### src/rtl/instruction_fetch.sv
// Instruction fetch stage: owns the PC, issues one outstanding word read at a time,
// and holds each fetched instruction until decode accepts it. Redirects discard stale fetches.
module instruction_fetch #(
  parameter logic [31:0] RESET_PC = 32'h0000_0000
) (
  input  logic        clk,
  input  logic        rst_n,
  output logic        mem_req_o,
  output logic [31:0] mem_addr_o,
  input  logic        mem_ack_i,
  input  logic [31:0] mem_rdata_i,
  output logic        instr_valid_o,
  input  logic        instr_ready_i,
  output logic [31:0] instr_o,
  output logic [31:0] pc_o,
  input  logic        redirect_i,
  input  logic [31:0] redirect_pc_i
);

  localparam logic [1:0] FETCH = 2'd0;
  localparam logic [1:0] HOLD  = 2'd1;
  localparam logic [1:0] DROP  = 2'd2;

  logic [1:0]  state;
  logic [31:0] pc;
  logic [31:0] addr;
  logic [31:0] instr;
  logic [31:0] pc_out;
  logic [31:0] target;
  logic [31:0] pc_inc;
  logic        unused_bits;

  assign target      = {redirect_pc_i[31:2], 2'b00};
  assign pc_inc      = pc + 32'd4;
  assign unused_bits = ^redirect_pc_i[1:0];

  // addr is separate from pc so the in-flight address stays stable in DROP while pc moves on.
  always_ff @(posedge clk or negedge rst_n) begin
    if (!rst_n) begin
      state  <= FETCH;
      pc     <= RESET_PC;
      addr   <= RESET_PC;
      instr  <= '0;
      pc_out <= '0;
    end else begin
      case (state)
        FETCH: begin
          if (redirect_i) begin
            pc <= target;
            if (mem_ack_i) begin
              addr  <= target;
              state <= FETCH;
            end else begin
              state <= DROP;
            end
          end else if (mem_ack_i) begin
            instr  <= mem_rdata_i;
            pc_out <= pc;
            state  <= HOLD;
          end
        end
        HOLD: begin
          if (redirect_i) begin
            pc    <= target;
            addr  <= target;
            state <= FETCH;
          end else if (instr_ready_i) begin
            pc    <= pc_inc;
            addr  <= pc_inc;
            state <= FETCH;
          end
        end
        DROP: begin
          if (redirect_i) begin
            pc <= target;
            if (mem_ack_i) begin
              addr  <= target;
              state <= FETCH;
            end
          end else if (mem_ack_i) begin
            addr  <= pc;
            state <= FETCH;
          end
        end
        default: begin
          state <= FETCH;
          addr  <= pc;
        end
      endcase
    end
  end

  assign mem_req_o     = (state == FETCH) || (state == DROP);
  assign mem_addr_o    = addr;
  assign instr_valid_o = (state == HOLD);
  assign instr_o       = instr;
  assign pc_o          = pc_out;

endmodule

### config.mk
export PLATFORM = sky130hd
export DESIGN_NAME = instruction_fetch
export DESIGN_NICKNAME = d
export VERILOG_FILES = /design/src/rtl/instruction_fetch.sv
export SDC_FILE = /design/constraint.sdc
export NUM_CORES = 1
export LEC_CHECK = 0
export CELL_PAD_IN_SITES_DETAIL_PLACEMENT = 1
export CELL_PAD_IN_SITES_GLOBAL_PLACEMENT = 1
export CORE_ASPECT_RATIO = 1.2
export CORE_MARGIN = 4
export CORE_UTILIZATION = 30
export DETAILED_ROUTE_END_ITERATION = 8
export GPL_ROUTABILITY_DRIVEN = 0
export PLACE_DENSITY = 0.66
export SLEW_MARGIN = 20
export SYNTH_ARGS = -nofsm -noshare
export SYNTH_HDL_FRONTEND = slang
export SYNTH_SLANG_ARGS = --single-unit
### constraint.sdc
create_clock -name clk -period 2.8 [get_ports clk]
set_input_delay 0.56 -clock clk [delete_from_list [all_inputs] [get_ports clk]]
set_output_delay 0.56 -clock clk [all_outputs]
set_load 0.02 [all_outputs]
==> impl_metrics.env, run 1 <==
export IMPL_drt_iter0_drc=421
export IMPL_yosysWarnings=0
export IMPL_worstMarginPinSlew_ns=0.656
export IMPL_end_kind="output pin"
export IMPL_io_pins=167
export IMPL_mostFrequentLayoutCells="162 x clkdlybuf4s50_1, 130 x dfrtp_1, 75 x mux2_2, 70 x buf_4, 58 x nand2_1"
export IMPL_timing_hold_violations_final=0
export IMPL_cts_sinks=130
export IMPL_whs_endpoint="mem_addr_o[10]"
export IMPL_portBuffers=164
export IMPL_syn_inst=778
export IMPL_cap_violations=0
export IMPL_syn_area_sq_um=7520
export IMPL_clkSlewWorstSetupHoldPaths_ns=0.06
export IMPL_maxSlewViolCount=0
export IMPL_critPathTopFamily="buffers and inverters"
export IMPL_area_growth_pct=38.5
export IMPL_ir_worst_vdd_v=0.000465
export IMPL_drtPass1Iterations=5
export IMPL_slew_headroom_pct=55.8
export IMPL_nFillCells=2754
export IMPL_syn_avg_cell_area_sq_um=9.66
export IMPL_crit_buf_inv=1
export IMPL_hold_depth=2
export IMPL_synth_flop_cell="dfrtp_1"
export IMPL_r2r_cells=5
export IMPL_crit_slowest_cell="clkdlybuf4s50_1"
export IMPL_period_share_pct=91.1
export IMPL_outcome="finished, final reports clean"
export IMPL_cts_setup_buffers=0
export IMPL_ys_seq_area_share_pct=43.3
export IMPL_initial_utilization_pct=30.5
export IMPL_postCtsResizedCells=0
export IMPL_clock_fmax_mhz=392
export IMPL_rr_startpoint="pc[11]"
export IMPL_tritoncts="yes"
export IMPL_grt_pass1_vias=7663
export IMPL_final_setup_tns_ns=0
export IMPL_r2r_slack_ns=0.29
export IMPL_ant_nets=0
export IMPL_syn_nets=848
export IMPL_die_y_microns=181
export IMPL_skew_ns=0.00765
export IMPL_crit_arrival_ns=1.99
export IMPL_setup_ws_ns=0.248
export IMPL_drt_vias_per_instance=5.57
export IMPL_ys_ff_latch=130
export IMPL_antenna_found_initial=0
export IMPL_htreeDepth=4
export IMPL_root_buffer="clkbuf_16"
export IMPL_core_area_sq_um=24700
export IMPL_diodes=0
export IMPL_startpoint_type="flop"
export IMPL_numCtsBuffers=17
export IMPL_clock_latency_ns=0.42
export IMPL_grtUsageTotal_pct=20.4
export IMPL_crit_type="reg -> out"
export IMPL_fin_cells=1297
export IMPL_ys_types=73
export IMPL_grt_overflow=0
export IMPL_finalSetupViolations=0
export IMPL_rsz0062_at_grt="no"
export IMPL_nNetsFinal=1029
export IMPL_grt_pass1_wl_microns=44900
export IMPL_min_path_type="reg -> reg"
export IMPL_ys_async_sr_fraction_pct=100
export IMPL_wl_per_cell_microns=21.8
export IMPL_die_w_microns=152
export IMPL_die_area_sq_um=27700
export IMPL_grt_max_degree=56
export IMPL_path_max_fanout=10
export IMPL_fp_row_count=63
export IMPL_rr_endpoint="mem_addr_o[20]"
export IMPL_hold_start="mem_addr_o[10]"
export IMPL_cts_path_max_buffers=2
export IMPL_critPathRequiredTime_ns=2.24
export IMPL_drc_errors=0
export IMPL_drive_above_1_share_pct=20.7
export IMPL_synth_edf_count=0
export IMPL_leakage_nw=4.11
export IMPL_period_needed_ns=2.55
export IMPL_wirelength_microns=28300
export IMPL_num_vias=7226
export IMPL_hpwl_microns=20600
export IMPL_path_cells="nor2_1 > clkdlybuf4s50_1"
export IMPL_final_common_cell="clkdlybuf4s50_1"
export IMPL_cpPeakStageDelay_ns=0.67
export IMPL_powerDensity_nw_per_um2=758
export IMPL_place_inst=1264
export IMPL_dp_slack_ns=0.170
[layout make-up]
class	instances	area (sq um)	area share [%]
timing repair buffer	239	2250	21.6
inverter	19	71.3	0.685
multi-input combinational	552	3810	36.6
sequential	130	3250	31.3
clock inverter	11	153	1.47
clock buffer	21	460	4.42
tap	325	407	3.91
[cells by family (layout without fill, tap and decap cells)]
group / Yosys count / in the layout / share of synthesized area (%)
AOI/OAI and AO/OA: 239 / 239 / 21.2
xor gates and xnor gates: 11 / 11 / 1.28
adders and majority gates: 1 / 1 / 0.166
buffers and inverters: 96 / 290 / 6.24
DFF: 130 / 130 / 43.3
muxes: 92 / 92 / 13.5
and+or+nand+nor: 209 / 209 / 14.3
[registers in the layout, summed over array words and instances (netlist names)]
signal,cells
state,2
mem_addr_o,32
instr_o,32
pc_o,32
pc,32
[tightest hold or removal path: cells and delay by family (launching register included)]
kind            cells  cell delay [ns]
compound gates      1             0.06
flops               1             0.36
simple gates        1             0.05
[where the power goes]
part	internal [W]	switching (W)
combinational	0.00139	0.00144
sequential	0.00233	0.000365
clock	0.00146	0.000909
[how the worst max path moves through the flow]
stage / from / to / slack, ns / depth (start not counted)
floorplan: pc[2] / mem_addr_o[20] / 0.39 / 7
global placement: mem_ack_i / instr_o[1] / 0.21 / 6
detailed placement: mem_ack_i / instr_o[12] / 0.17 / 6
global route: state[1] / instr_valid_o / 0.20 / 2
CTS: state[1] / instr_valid_o / 0.23 / 2
finish: state[1] / instr_valid_o / 0.25 / 2
[what timing repair did]
item	in CTS	in global routing
endpoints found under the hold margin	12	0
hold buffers	1	0
endpoints found under the setup margin	0	0
[synthesized netlist by cell type, drive strengths merged (5+ instances only)]
cell type | count | share of area, %
dfrtp | 130 | 43
mux2 | 75 | 11
nand2 | 58 | 2.9
clkbuf | 57 | 3.7
o21ai | 54 | 3.6
a21oi | 50 | 3.3
nor2 | 45 | 2.2
o22ai | 21 | 1.7
buf | 20 | 1.6
inv | 18 | 0.90
nand3 | 18 | 1.3
mux2i | 17 | 2.3
nand4 | 16 | 1.5
nor4 | 13 | 1.2
nor3 | 12 | 0.80
a22oi | 11 | 1.1
o211ai | 11 | 1.2
a22o | 10 | 1.2
nand2b | 8 | 0.67
o221ai | 8 | 0.93
or4 | 8 | 0.80
xnor2 | 8 | 0.93
a31oi | 6 | 0.50
and3 | 6 | 0.53
or2 | 6 | 0.50
a211o | 5 | 0.58
a211oi | 5 | 0.50
a221oi | 5 | 0.58
and2 | 5 | 0.42
o21a | 5 | 0.50
o22a | 5 | 0.58
o31ai | 5 | 0.50
[layer usage]
layer / wire [microns] / share of wire, % / track usage, %
met2: 13300 / 47 / 32.7
met3: 1960 / 6.9 / 5.15
met5: 0 / 0 / 0
met1: 12100 / 43 / 26.3
met4: 978 / 3.5 / 8.38
[metrics by stage]
stage	util [%]	instance area, sq um	hold WS [ns]	total power, W
after global placement	39.7	9790	0.456	0.00551
after detailed placement	39.7	9790	0.456	0.00557
after global routing	42.2	10400	0.522	0.00832
final	42.2	10400	0.501	0.00789
after CTS	42.2	10400	0.510	0.00798
after floorplan	-	7520	0.264	0.00415
No activity file was read; power rests on OpenSTA's default activity.
==> run 2: changes to the inputs <==
Clock period 2.8 ns to 3.1 ns, I/O delays scaled along.
==> run 2 against run 1 <==
Compared with the run above: worst hold slack got worse by 0.36 ns; cell count down 1.5%; largest cell class unchanged; first-iteration DRC count rose by 14%; flip-flop and latch count unchanged; sequential share of layout area grew 0.53 points; register-to-register slack better by 0.19 ns; setup slack better by 0.19 ns; power fell by 11%; final area decreased by 1.7%; combinational power shrank 12%.
==> impl_metrics.env, run 2 (synthesis gave the netlist of run 1 again) <==
export IMPL_cts_hold_fix_buffers=0
export IMPL_busiest_layer="met2"
export IMPL_area_growth_pct=36.2
export IMPL_finalPower_w=0.00700
export IMPL_clkSlewWorstSetupHoldPaths_ns=0.06
export IMPL_cts_setup_buffers=0
export IMPL_path_max_fanout=6
export IMPL_fp_row_count=63
export IMPL_crit_buf_inv=2
export IMPL_wirelength_microns=28300
export IMPL_rsz0062_at_grt="no"
export IMPL_clock_fmax_mhz=375
export IMPL_place_area_sq_um=9650
export IMPL_initial_utilization_pct=30.5
export IMPL_drtPass1Iterations=5
export IMPL_die_y_microns=181
export IMPL_period_share_pct=86.0
export IMPL_nFillCells=2802
export IMPL_cpPeakStageDelay_ns=0.68
export IMPL_outcome="finished, final reports clean"
export IMPL_grt_pass1_wl_microns=44600
export IMPL_grt_pass1_vias=7658
export IMPL_grtUsageTotal_pct=20.3
export IMPL_drc_errors=0
export IMPL_design_area_sq_um=10200
export IMPL_slew_headroom_pct=51.4
export IMPL_htreeDepth=4
export IMPL_skew_ns=0.00924
export IMPL_met2_usage_pct=33.4
export IMPL_use_met1_pct=25.8
export IMPL_ir_worst_vdd_v=0.000393
export IMPL_worstMarginPinSlew_ns=0.727
export IMPL_wl_per_cell_microns=22.2
export IMPL_io_pins=167
export IMPL_antenna_found_initial=0
export IMPL_core_area_sq_um=24700
export IMPL_cts_sinks=130
export IMPL_post_route_util_pct=41.5
export IMPL_leakage_nw=4.01
export IMPL_mostFrequentLayoutCells="162 x clkdlybuf4s50_1, 130 x dfrtp_1, 75 x mux2_2, 58 x nand2_1, 55 x buf_4"
export IMPL_critPathRequiredTime_ns=2.48
export IMPL_final_setup_tns_ns=0
export IMPL_rr_startpoint="pc[10]"
export IMPL_final_common_cell="clkdlybuf4s50_1"
export IMPL_crit_type="reg -> out"
export IMPL_end_kind="output pin"
export IMPL_clock_latency_ns=0.42
export IMPL_root_buffer="clkbuf_16"
export IMPL_num_vias=7183
export IMPL_numCtsBuffers=17
export IMPL_regArea_sq_um=3250
export IMPL_die_w_microns=152
export IMPL_drt_vias_per_instance=5.62
export IMPL_cap_violations=0
export IMPL_maxSlewViolCount=0
export IMPL_ant_nets=0
export IMPL_crit_arrival_ns=2.05
export IMPL_path_cells="inv_1 > nor2_1 > clkdlybuf4s50_1"
export IMPL_crit_slowest_cell="clkdlybuf4s50_1"
export IMPL_multi_input_area_sq_um=3810
export IMPL_startpoint="state[0]"
export IMPL_drt_iter0_drc=482
export IMPL_tritoncts="yes"
export IMPL_period_needed_ns=2.67
export IMPL_min_path_type="in -> async"
export IMPL_finalHoldWorstSlack_ns=0.138
export IMPL_portBuffers=164
export IMPL_hpwl_microns=20100
export IMPL_use_met3_pct=4.70
export IMPL_critPathTopFamily="buffers and inverters"
export IMPL_drive_above_1_share_pct=19.2
export IMPL_grt_max_degree=55
export IMPL_timing_hold_violations_final=0
export IMPL_nNetsFinal=1012
export IMPL_postCtsResizedCells=0
export IMPL_powerDensity_nw_per_um2=684
export IMPL_finalSetupViolations=0
export IMPL_r2r_slack_ns=0.48
export IMPL_startpoint_type="flop"
export IMPL_cts_path_max_buffers=2
export IMPL_grt_overflow=0
export IMPL_die_area_sq_um=27700
export IMPL_diodes=0
-- run 2: changes by cell type in the layout (fill, tap and decap cells not counted) --
cell,change
clkinv_2,+2
dlygate4sd3_1,-1
clkbuf_8,-1
clkinv_4,-1
buf_4,-15
buf_12,-1
inv_6,-2
-- run 2: routing by layer --
metal | share of wire, % | wire [microns] | up-vias
met5 | 0 | 0 | -
met3 | 6.2 | 1750 | 50
li1 | - | - | 3233
met1 | 43 | 12100 | 3660
met4 | 3.1 | 885 | 0
met2 | 48 | 13700 | 240
-- run 2: stage by stage --
| step | cells | worst slack, ns |
|---|---|---|
| 6_report | 1278 | 0.435 |
| 3_3_place_gp | 1248 | 0.443 |
| 3_5_place_dp | 1248 | 0.377 |
| 4_1_cts | 1278 | 0.392 |
| 2_1_floorplan | 778 | 0.693 |
| 5_1_grt | 1278 | 0.292 |
-- run 2: area by class of cell --
| cell class | instances | area share [%] |
|---|---|---|
| Sequential cell | 130 | 31.8 |
| Clock inverter | 10 | 1.33 |
| Inverter | 19 | 0.697 |
| Tap cell | 325 | 3.97 |
| Timing Repair Buffer | 222 | 20.6 |
| Multi-Input combinational cell | 552 | 37.2 |
| Clock buffer | 20 | 4.36 |
-- run 2: worst paths after layout --
| check | endpoint | cells after the start |
|---|---|---|
| min reg2reg | mem_addr_o[5] | 2 |
| min in group clk | mem_addr_o[5] | 2 |
| max in group asynchronous | mem_addr_o[8] | 2 |
| min | instr_o[27] | 1 |
| max | instr_valid_o | 3 |
| max reg2reg | mem_addr_o[20] | 5 |
-- run 2: power by group --
part | switching (W) | leakage, nW | internal (W)
Combinational | 0.00126 | 2.19 | 0.00122
Clock | 0.000778 | 0.278 | 0.00127
Sequential | 0.000366 | 1.54 | 0.00210
Total | 0.00240 | 4.01 | 0.00460
